==> src/rtl/pps_table_parser.sv <==
// PPS RBSP parser with a MAX_PPS-entry parameter-set table.
// Fields stage in shadow registers and commit atomically on success.
module pps_table_parser #(
  parameter int MAX_PPS = 4,
  parameter int ID_W    = 2,
  parameter int UE_W    = 8,
  parameter int REF_W   = 5,
  localparam int ENT_W  = 36 + 2*REF_W
) (
  input  logic              clk,
  input  logic              rst,
  input  logic              start,
  input  logic              rbsp_ready_in,
  input  logic [2:0]        rbsp_in,
  input  logic [UE_W-1:0]   ue_in,
  input  logic [UE_W-1:0]   se_in,
  input  logic [4:0]        eg_len_in,
  input  logic              more_rbsp_data_in,
  output logic [4:0]        forward_len_out,
  output logic              forward_valid_out,
  output logic              busy_out,
  output logic              done_out,
  output logic              err_out,
  output logic [3:0]        err_code_out,
  input  logic [ID_W-1:0]   rd_id_in,
  output logic              rd_valid_out,
  output logic [ENT_W-1:0]  rd_data_out
);

  typedef enum logic [4:0] {
    S_IDLE, S_PPS_ID, S_SPS_ID, S_F2, S_NSG,
    S_REF0, S_REF1, S_F3W, S_QP, S_QS, S_CQP,
    S_F3D, S_EXT, S_T8, S_CQP2, S_COMMIT, S_ERR
  } state_t;

  localparam logic [UE_W-1:0] PPS_LIM = UE_W'(MAX_PPS);
  localparam logic [UE_W-1:0] SPS_MAX = UE_W'(31);
  localparam logic [UE_W-1:0] REF_MAX = UE_W'((1 << REF_W) - 1);
  localparam logic signed [UE_W-1:0] QP_MIN = UE_W'(-26);
  localparam logic signed [UE_W-1:0] QP_MAX = UE_W'(25);
  localparam logic signed [UE_W-1:0] CQ_MIN = UE_W'(-12);
  localparam logic signed [UE_W-1:0] CQ_MAX = UE_W'(12);

  state_t r_state, w_next;

  logic              w_cons, w_adv;
  logic [4:0]        w_len;
  logic [3:0]        w_code;
  logic signed [UE_W-1:0] w_se;
  logic              w_qp_bad, w_cq_bad;

  logic [ID_W-1:0]   r_pps;
  logic [4:0]        r_sps;
  logic              r_ent, r_po, r_wp;
  logic [REF_W-1:0]  r_ref0, r_ref1;
  logic [1:0]        r_bip;
  logic [5:0]        r_qp, r_qs;
  logic [4:0]        r_cqp, r_cqp2;
  logic              r_dbf, r_cip, r_rpc, r_t8;
  logic [ENT_W-1:0]  w_ent;

  logic [ENT_W-1:0]  r_tab [MAX_PPS];
  logic [MAX_PPS-1:0] r_vld;
  logic              r_done, r_err, r_rd_vld;
  logic [3:0]        r_code;
  logic [ENT_W-1:0]  r_rd_data;

  assign w_se     = se_in;
  assign w_qp_bad = (w_se < QP_MIN) || (w_se > QP_MAX);
  assign w_cq_bad = (w_se < CQ_MIN) || (w_se > CQ_MAX);

  assign w_ent = {r_sps, r_ent, r_po, r_ref0, r_ref1, r_wp, r_bip,
                  r_qp, r_qs, r_cqp, r_dbf, r_cip, r_rpc, r_t8, r_cqp2};

  always_comb begin
    w_next = r_state;
    w_cons = 1'b0;
    w_len  = '0;
    w_code = '0;
    unique case (r_state)
      S_IDLE:   if (start) w_next = S_PPS_ID;
      S_PPS_ID: begin
        w_cons = 1'b1; w_len = eg_len_in; w_next = S_SPS_ID;
        if (ue_in >= PPS_LIM) w_code = 4'd1;
      end
      S_SPS_ID: begin
        w_cons = 1'b1; w_len = eg_len_in; w_next = S_F2;
        if (ue_in > SPS_MAX) w_code = 4'd2;
      end
      S_F2: begin
        w_cons = 1'b1; w_len = 5'd2; w_next = S_NSG;
      end
      S_NSG: begin
        w_cons = 1'b1; w_len = eg_len_in; w_next = S_REF0;
        if (ue_in != '0) w_code = 4'd3;
      end
      S_REF0: begin
        w_cons = 1'b1; w_len = eg_len_in; w_next = S_REF1;
        if (ue_in > REF_MAX) w_code = 4'd4;
      end
      S_REF1: begin
        w_cons = 1'b1; w_len = eg_len_in; w_next = S_F3W;
        if (ue_in > REF_MAX) w_code = 4'd4;
      end
      S_F3W: begin
        w_cons = 1'b1; w_len = 5'd3; w_next = S_QP;
        if (rbsp_in[1:0] == 2'd3) w_code = 4'd5;
      end
      S_QP: begin
        w_cons = 1'b1; w_len = eg_len_in; w_next = S_QS;
        if (w_qp_bad) w_code = 4'd6;
      end
      S_QS: begin
        w_cons = 1'b1; w_len = eg_len_in; w_next = S_CQP;
        if (w_qp_bad) w_code = 4'd6;
      end
      S_CQP: begin
        w_cons = 1'b1; w_len = eg_len_in; w_next = S_F3D;
        if (w_cq_bad) w_code = 4'd7;
      end
      S_F3D: begin
        w_cons = 1'b1; w_len = 5'd3; w_next = S_EXT;
      end
      S_EXT:    w_next = more_rbsp_data_in ? S_T8 : S_COMMIT;
      S_T8: begin
        w_cons = 1'b1; w_len = 5'd2; w_next = S_CQP2;
        if (rbsp_in[1]) w_code = 4'd8;
      end
      S_CQP2: begin
        w_cons = 1'b1; w_len = eg_len_in; w_next = S_COMMIT;
        if (w_cq_bad) w_code = 4'd7;
      end
      S_COMMIT: w_next = S_IDLE;
      S_ERR:    w_next = S_IDLE;
      default:  w_next = S_IDLE;
    endcase
    w_adv = w_cons & rbsp_ready_in;
    if (w_cons && !w_adv)
      w_next = r_state;
    else if (w_adv && (w_code != '0))
      w_next = S_ERR;
  end

  always_ff @(posedge clk) begin
    if (rst) r_state <= S_IDLE;
    else     r_state <= w_next;
  end

  always_ff @(posedge clk) begin
    if (rst) begin
      r_pps  <= '0; r_sps  <= '0; r_ent <= 1'b0; r_po  <= 1'b0;
      r_ref0 <= '0; r_ref1 <= '0; r_wp  <= 1'b0; r_bip <= '0;
      r_qp   <= '0; r_qs   <= '0; r_cqp <= '0;   r_dbf <= 1'b0;
      r_cip  <= 1'b0; r_rpc <= 1'b0; r_t8 <= 1'b0; r_cqp2 <= '0;
      for (int i = 0; i < MAX_PPS; i++) r_tab[i] <= '0;
      r_vld     <= '0;
      r_done    <= 1'b0;
      r_err     <= 1'b0;
      r_code    <= '0;
      r_rd_vld  <= 1'b0;
      r_rd_data <= '0;
    end else begin
      r_done    <= (r_state == S_COMMIT);
      r_err     <= (r_state == S_ERR);
      // read-before-write: a commit this edge is seen on the next read
      r_rd_vld  <= r_vld[rd_id_in];
      r_rd_data <= r_tab[rd_id_in];
      if (r_state == S_IDLE && start) r_code <= '0;
      if (w_adv && (w_code != '0)) r_code <= w_code;
      if (w_adv && (w_code == '0)) begin
        unique case (r_state)
          S_PPS_ID: r_pps  <= ue_in[ID_W-1:0];
          S_SPS_ID: r_sps  <= ue_in[4:0];
          S_F2:     begin r_ent <= rbsp_in[2]; r_po <= rbsp_in[1]; end
          S_REF0:   r_ref0 <= ue_in[REF_W-1:0];
          S_REF1:   r_ref1 <= ue_in[REF_W-1:0];
          S_F3W:    begin r_wp <= rbsp_in[2]; r_bip <= rbsp_in[1:0]; end
          S_QP:     r_qp   <= se_in[5:0];
          S_QS:     r_qs   <= se_in[5:0];
          S_CQP:    r_cqp  <= se_in[4:0];
          S_F3D: begin
            r_dbf <= rbsp_in[2]; r_cip <= rbsp_in[1]; r_rpc <= rbsp_in[0];
          end
          S_T8:     r_t8   <= rbsp_in[2];
          S_CQP2:   r_cqp2 <= se_in[4:0];
          default: ;
        endcase
      end
      if (r_state == S_EXT && !more_rbsp_data_in) begin
        r_t8   <= 1'b0;
        r_cqp2 <= r_cqp;
      end
      if (r_state == S_COMMIT) begin
        r_tab[r_pps] <= w_ent;
        r_vld[r_pps] <= 1'b1;
      end
    end
  end

  assign forward_valid_out = w_adv;
  assign forward_len_out   = w_len;
  assign busy_out          = (r_state != S_IDLE);
  assign done_out          = r_done;
  assign err_out           = r_err;
  assign err_code_out      = r_code;
  assign rd_valid_out      = r_rd_vld;
  assign rd_data_out       = r_rd_data;

endmodule
==> config.mk <==
export PLATFORM = sky130hd
export DESIGN_NAME = pps_table_parser
export DESIGN_NICKNAME = d
export VERILOG_FILES = /design/src/rtl/pps_table_parser.sv
export SDC_FILE = /design/constraint.sdc
export NUM_CORES = 1
export LEC_CHECK = 0
export CAP_MARGIN = 10
export CORE_ASPECT_RATIO = 2
export CORE_UTILIZATION = 53
export DETAILED_ROUTE_END_ITERATION = 8
export PLACE_DENSITY = 0.87
export SLEW_MARGIN = 20
export SYNTH_ARGS = -nofsm -noshare
export SYNTH_HDL_FRONTEND = slang
export SYNTH_SLANG_ARGS = --single-unit
==> constraint.sdc <==
create_clock -name clk -period 2.7 [get_ports clk]
set_input_delay 0.405 -clock clk [delete_from_list [all_inputs] [get_ports clk]]
set_output_delay 0.405 -clock clk [all_outputs]
set_load 0.02 [all_outputs]
==> run_results.csv, run 1 <==
group,metric,value,unit
clock_network,cts_tree,"done",
layout,fill_cells,1592,
sta,tightest_slew,0.7168,ns
sta,fin_skew,0.01218,ns
power_and_ir_drop,power.density,720.7,nW/um2
sta,period_minus_slack,2.431,ns
power_and_ir_drop,p_seq_share,47.4,%
routing,first_pass_iters,5,
routing,dr_total_vias,7824,
global_route,antenna_found_initial,1,
worst_setup_path,cp.arrival,2.03,ns
logic_synthesis,synth.top_cells.by_count,"237 x and2_1, 184 x edfxtp_1, 110 x dfxtp_1",
die,die_h,217.3,um
clock_network,insertion_delay,0.54,ns
die,start_util,53.99,%
global_route,groute.usage.overall,24.61,%
clock_network,cts_num_sinks,294,
power_and_ir_drop,leakage,5.440,nW
die,die_area,23820,um2
logic_synthesis,syn-num-nets,950,
routing,first_iter_violations,667,
layout,area_growth,19.71,%
logic_synthesis,yosysMostFrequentCell,"and2_1",
die,core_area,22740,um2
routing,wirelength,27930,um
die,io_pins,91,
clock_network,clk_pin_slew,0.06,ns
clock_network,cts_made_buffers,25,
logic_synthesis,ys_async_sr_fraction,0,%
worst_setup_path,cp.required,2.30,ns
layout,regArea,7732,um2
logic_synthesis,synth.cell_area,12280,um2
logic_synthesis,synthCells,919,
layout,fin_nets,1068,
power_and_ir_drop,p_sw,2.804,mW
sta,rsz0062_at_grt,"false",
worst_setup_path,cp_max_fo,13,
outcome,outcome,"finished, final reports clean",
clock_network,postCtsSetupBuffers,0,
logic_synthesis,ys.flop_type,"edfxtp_1",
logic_synthesis,syn_avg_cell_area,13.36,um2
sta,setup_viol,0,
routing,drc_errors,0,
die,placementRows,78,
min_path,hp-class,"reg -> reg",
routing,viasPerCell,5.856,
logic_synthesis,synth_edf_count,184,
place,hpwl,18070,um
global_route,grt_start_max_net_pins,65,
logic_synthesis,yosys.cell_types.count,59,
logic_synthesis,synth_top_area_share,45.00,%
layout,multi_input_area,4274,um2
worst_setup_path,worstSetupEndpointType,"primary output",
sta,fmax,411.4,MHz
power_and_ir_drop,clkPwrFrac,34.8,%
power_and_ir_drop,p_int,7.790,mW
sta,hold_ws,0.4894,ns
power_and_ir_drop,vdd_ir_drop_max,0.0004962,V
logic_synthesis,ys_seq_area_share,62.94,%
routing,wl_per_cell,20.91,um
sta,hold_viol_final,0,
layout,finalNonFillerCells,1336,
worst_setup_path,start_kind,"flop",
power_and_ir_drop,pwr-share-comb,17.8,%
logic_synthesis,synth_area_leaders,"edfxtp_1 45%, dfxtp_1 18%, and2_1 12%",
global_route,grt_pass1_wl,43710,um
sta,fin_crit_sh,90.04,%
logic_synthesis,yosys_register_bits,294,
global_route,first_global_vias,8218,
sta,maxSlewHeadroom,52.21,%
clock_network,cts_max_level,1,
place,place_congestion,0.8672,
place,placed_cells,1290,
layout,drive_above_1_share,17.44,%
sta,slew_viol_final,0,
sta,fin_setup_tns,0,ns
logic_synthesis,yosysWarnings,0,
place,port_buffers,90,
clock_network,clock_path_buffers,3,
routing,ant_nets,0,
logic_synthesis,synth_top_cell_by_area,"edfxtp_1",
global_route,overflow,0,
worst_setup_path,worst-setup-path-type,"reg -> out",
job,cap_violations,0,
clock_network,cts_root_buffer,"clkbuf_16",
power_and_ir_drop,switching_share,26.47,%
die,die_w,109.6,um
per-stage QoR:
| step | cell area [um2] | total power [mW] | util (%) | setup slack (ns) |
|---|---|---|---|---|
| 6_report | 14700 | 10.59 | 64.64 | 0.2690 |
| 3_3_place_gp | 13840 | 6.947 | 60.86 | 0.08319 |
| 5_1_grt | 14700 | 10.91 | 64.64 | 0.1893 |
| 4_1_cts | 14680 | 10.61 | 64.56 | 0.01131 |
| 2_1_floorplan | 12280 | 6.270 | - | 0.1059 |
| 3_5_place_dp | 13840 | 6.974 | 60.86 | 0.02661 |
metal layers:
layer / part of all wire, % / global-route usage (%) / vias to the layer above
met5: 0 / 0 / -
met4: 4.4 / 13.82 / 0
met3: 5.2 / 2.576 / 87
met2: 55 / 44.32 / 322
met1: 36 / 27.69 / 3878
li1: - / - / 3537
repair_timing:
item,CTS,global route
endpoints found under the hold margin,0,0
hold buffers,0,0
gates resized for setup,4,7
setup endpoints to repair,6,5
gates cloned,0,0
cell families after synthesis:
logic type	Yosys count	synth area share (%)
xor+xnor	2	0.1427
flops	294	62.94
compound gates	81	4.066
buf+inv	66	2.415
mux	72	10.71
simple gates	404	19.73
layout make-up:
cell class              count  area share (%)
diodes                      1         0.01703
clock buffers              35           4.784
clock inverters            10          0.9024
inverters                   6          0.1532
multi-input cells         559           29.08
flip-flops and latches    294           52.61
well taps                 280           2.384
repair buffers            151           10.07
worst max-delay path, stage by stage (launching register included):
cell	delay (ns)
dfxtp_2	0.44
buf_4	0.26
nor2_1	0.09
nand2_1	0.09
clkdlybuf4s50_1	0.61
cell usage in the layout, fill, tap and decap left out, types with 5 or more instances in the layout:
master / n
o211ai_1: 5
mux2i_1: 20
dlymetal6s2s_1: 5
o21ai_0: 19
nor3_1: 11
a21oi_1: 35
edfxtp_1: 184
nor3_2: 5
and2_1: 237
buf_12: 10
nand2_1: 35
buf_4: 51
nor2b_1: 7
clkbuf_1: 6
mux2_2: 5
mux4_2: 47
nor2_1: 30
inv_1: 5
dfxtp_1: 106
nand3_1: 40
clkbuf_16: 25
clkdlybuf4s50_1: 81
final timing paths:
path / startpoint / end / slack (ns) / cells past startpoint
worst max-delay path: r_state[1] / busy_out / 0.27 / 4
worst min register to register: r_vld[0] / r_vld[0] / 0.49 / 1
worst min-delay path: r_vld[0] / r_vld[0] / 0.49 / 1
worst max register to register: r_state[0] / r_cqp2[2] / 0.30 / 7
power by group through the flow:
stage / Combinational (mW) / Clock, mW / Sequential (mW)
global placement: 1.84 / 0 / 5.10
finish: 1.88 / 3.69 / 5.03
CTS: 1.87 / 3.72 / 5.02
floorplan: 1.15 / 0 / 5.12
global route: 2.00 / 3.87 / 5.04
detailed placement: 1.86 / 0 / 5.12
sequential cells by signal, indices dropped and copies added (netlist names), 2 cells and up:
name and cells:
r_bip 2, r_state 5, err_code_out 4, rd_data_out 46, r_ref1 5, r_sps 5, r_pps 2, r_qp 6
r_tab 184, r_cqp2 5, r_qs 6, r_cqp 5, r_ref0 5, r_vld 4
Note: power is estimated with default switching activity, not from simulation.
==> run 2: changes to the inputs <==
--- a/config.mk
+++ b/config.mk
@@ -8,8 +8,9 @@
 export CAP_MARGIN = 10
 export CORE_ASPECT_RATIO = 2
 export CORE_UTILIZATION = 53
+export CTS_CLUSTER_DIAMETER = 80
 export DETAILED_ROUTE_END_ITERATION = 8
-export PLACE_DENSITY = 0.87
+export PLACE_DENSITY = 0.8
 export SLEW_MARGIN = 20
 export SYNTH_ARGS = -nofsm -noshare
 export SYNTH_HDL_FRONTEND = slang
==> run_results.csv, run 2 (synthesis gave the netlist of run 1 again) <==
group,metric,value,unit
worst_setup_path,crit_slowest_cell,"dfxtp_4",
worst_setup_path,worstSetupEndpointType,"primary output",
place,place_congestion,0.9016,
sta,fin_skew,0.01552,ns
worst_setup_path,worstPathCellList,"nor4_2 -> a2111o_1 -> clkinv_1 -> dlygate4sd2_1",
die,io_pins,91,
global_route,grt_start_max_net_pins,65,
power_and_ir_drop,vdd_ir_drop_max,0.0006552,V
layout,fin_nets,1069,
routing,first_iter_violations,430,
worst_setup_path,cp.required,2.30,ns
die,die_w,109.6,um
die,start_util,53.99,%
layout,drive_above_1_share,17.71,%
layout,regArea,7735,um2
layout,largest_reg_flops,184,
worst_setup_path,cp.arrival,2.06,ns
clock_network,cts_root_buffer,"clkbuf_16",
outcome,outcome,"finished, final reports clean",
clock_network,clock_path_buffers,3,
worst_setup_path,start_kind,"flop",
die,placementRows,78,
die,core_area,22740,um2
clock_network,cts_max_level,1,
clock_network,cts_tree,"done",
worst_setup_path,cp_slowest_stage_delay,0.39,ns
place,hpwl,17450,um
clock_network,ctsHoldBuffers,0,
global_route,groute.usage.overall,23.70,%
sta,period_minus_slack,2.463,ns
layout,finalNonFillerCells,1336,
layout,area_growth,19.78,%
routing,dr_total_vias,7703,
layout,final_common_cell,"and2_1",
sta,maxSlewHeadroom,56.85,%
layout,layout_common_cells,"237 x and2_1, 184 x edfxtp_1, 106 x dfxtp_1",
min_path,hp-class,"reg -> reg",
sta,slew_viol_final,0,
sta,tightest_slew,0.6473,ns
global_route,overflow,0,
routing,ant_nets,0,
layout,regMostFlops,"r_tab",
die,die_area,23820,um2
place,port_buffers,90,
sta,hold_viol_final,0,
clock_network,insertion_delay,0.53,ns
global_route,grt_pass1_wl,41870,um
die,die_h,217.3,um
place,placed_cells,1292,
worst_setup_path,worst-setup-path-type,"reg -> out",
job,cap_violations,0,
worst_setup_path,cp_max_fo,12,
layout,fill_cells,1681,
clock_network,cts_made_buffers,24,
sta,fin_crit_sh,91.23,%
routing,viasPerCell,5.766,
sta,setup_viol,0,
layout,multi_input_area,4283,um2
worst_setup_path,path_delay_family,"buffers and inverters",
sta,rsz0062_at_grt,"false",
routing,wl_per_cell,20.03,um
power_and_ir_drop,leakage,5.448,nW
worst_setup_path,worst-path-buf-inv,2,
routing,drc_errors,0,
layout,n_antenna_cell,0,
routing,wirelength,26760,um
routing,first_pass_iters,4,
sta,hold_ws,0.4510,ns
power_and_ir_drop,power.density,724.9,nW/um2
clock_network,clk_pin_slew,0.07,ns
clock_network,cts_num_sinks,294,
sta,fmax,406.0,MHz
global_route,first_global_vias,7837,
global_route,antenna_found_initial,0,
## run 2: worst paths after layout
check | to | slack, ns | from | cells after the start
setup / recovery | forward_valid_out | 0.24 | r_state[0] | 4
hold / removal | r_vld[2] | 0.45 | r_vld[2] | 1
setup reg to reg | r_cqp2[0] | 0.30 | r_state[4] | 7
hold reg to reg | r_vld[2] | 0.45 | r_vld[2] | 1
## run 2: power by group
| part | switching, mW | internal, mW | total (mW) |
|---|---|---|---|
| Sequential | 0.104 | 4.93 | 5.03 |
| Clock | 1.54 | 2.21 | 3.75 |
| Combinational | 1.09 | 0.782 | 1.87 |
| Total | 2.74 | 7.92 | 10.7 |
## run 2: stage by stage
| step | total power, mW | utilization, % | setup TNS, ns | setup slack, ns | area, um2 |
|---|---|---|---|---|---|
| CTS | 10.71 | 64.63 | 0 | 0.03065 | 14700 |
| finish | 10.66 | 64.67 | 0 | 0.2369 | 14710 |
| floorplan | 6.270 | - | 0 | 0.1059 | 12280 |
| global placement | 6.941 | 60.82 | 0 | 0.05787 | 13830 |
| global route | 11.02 | 64.67 | 0 | 0.1388 | 14710 |
| detailed placement | 6.979 | 60.82 | -0.005433 | -0.005433 | 13830 |
## run 2: layout make-up
class / count / area share, %
clock buffer: 32 / 4.501
clock inverter: 12 / 1.276
inverter: 6 / 0.1531
multi-input combinational: 559 / 29.12
sequential: 294 / 52.59
tap: 280 / 2.382
timing repair buffer: 153 / 9.971
## run 2: per-layer routing
| metal | vias up | global-route usage (%) | wire length [um] |
|---|---|---|---|
| met2 | 252 | 43.27 | 14950 |
| met3 | 57 | 2.935 | 1113 |
| met5 | - | 0 | 0 |
| li1 | 3527 | - | - |
| met4 | 0 | 10.44 | 918 |
| met1 | 3867 | 27.08 | 9771 |
## run 2: timing repair
| action | CTS | global route |
|---|---|---|
| setup buffers | 0 | 0 |
| gates resized for setup | 9 | 5 |
| pin swaps | 0 | 0 |
| setup endpoints to repair | 6 | 4 |
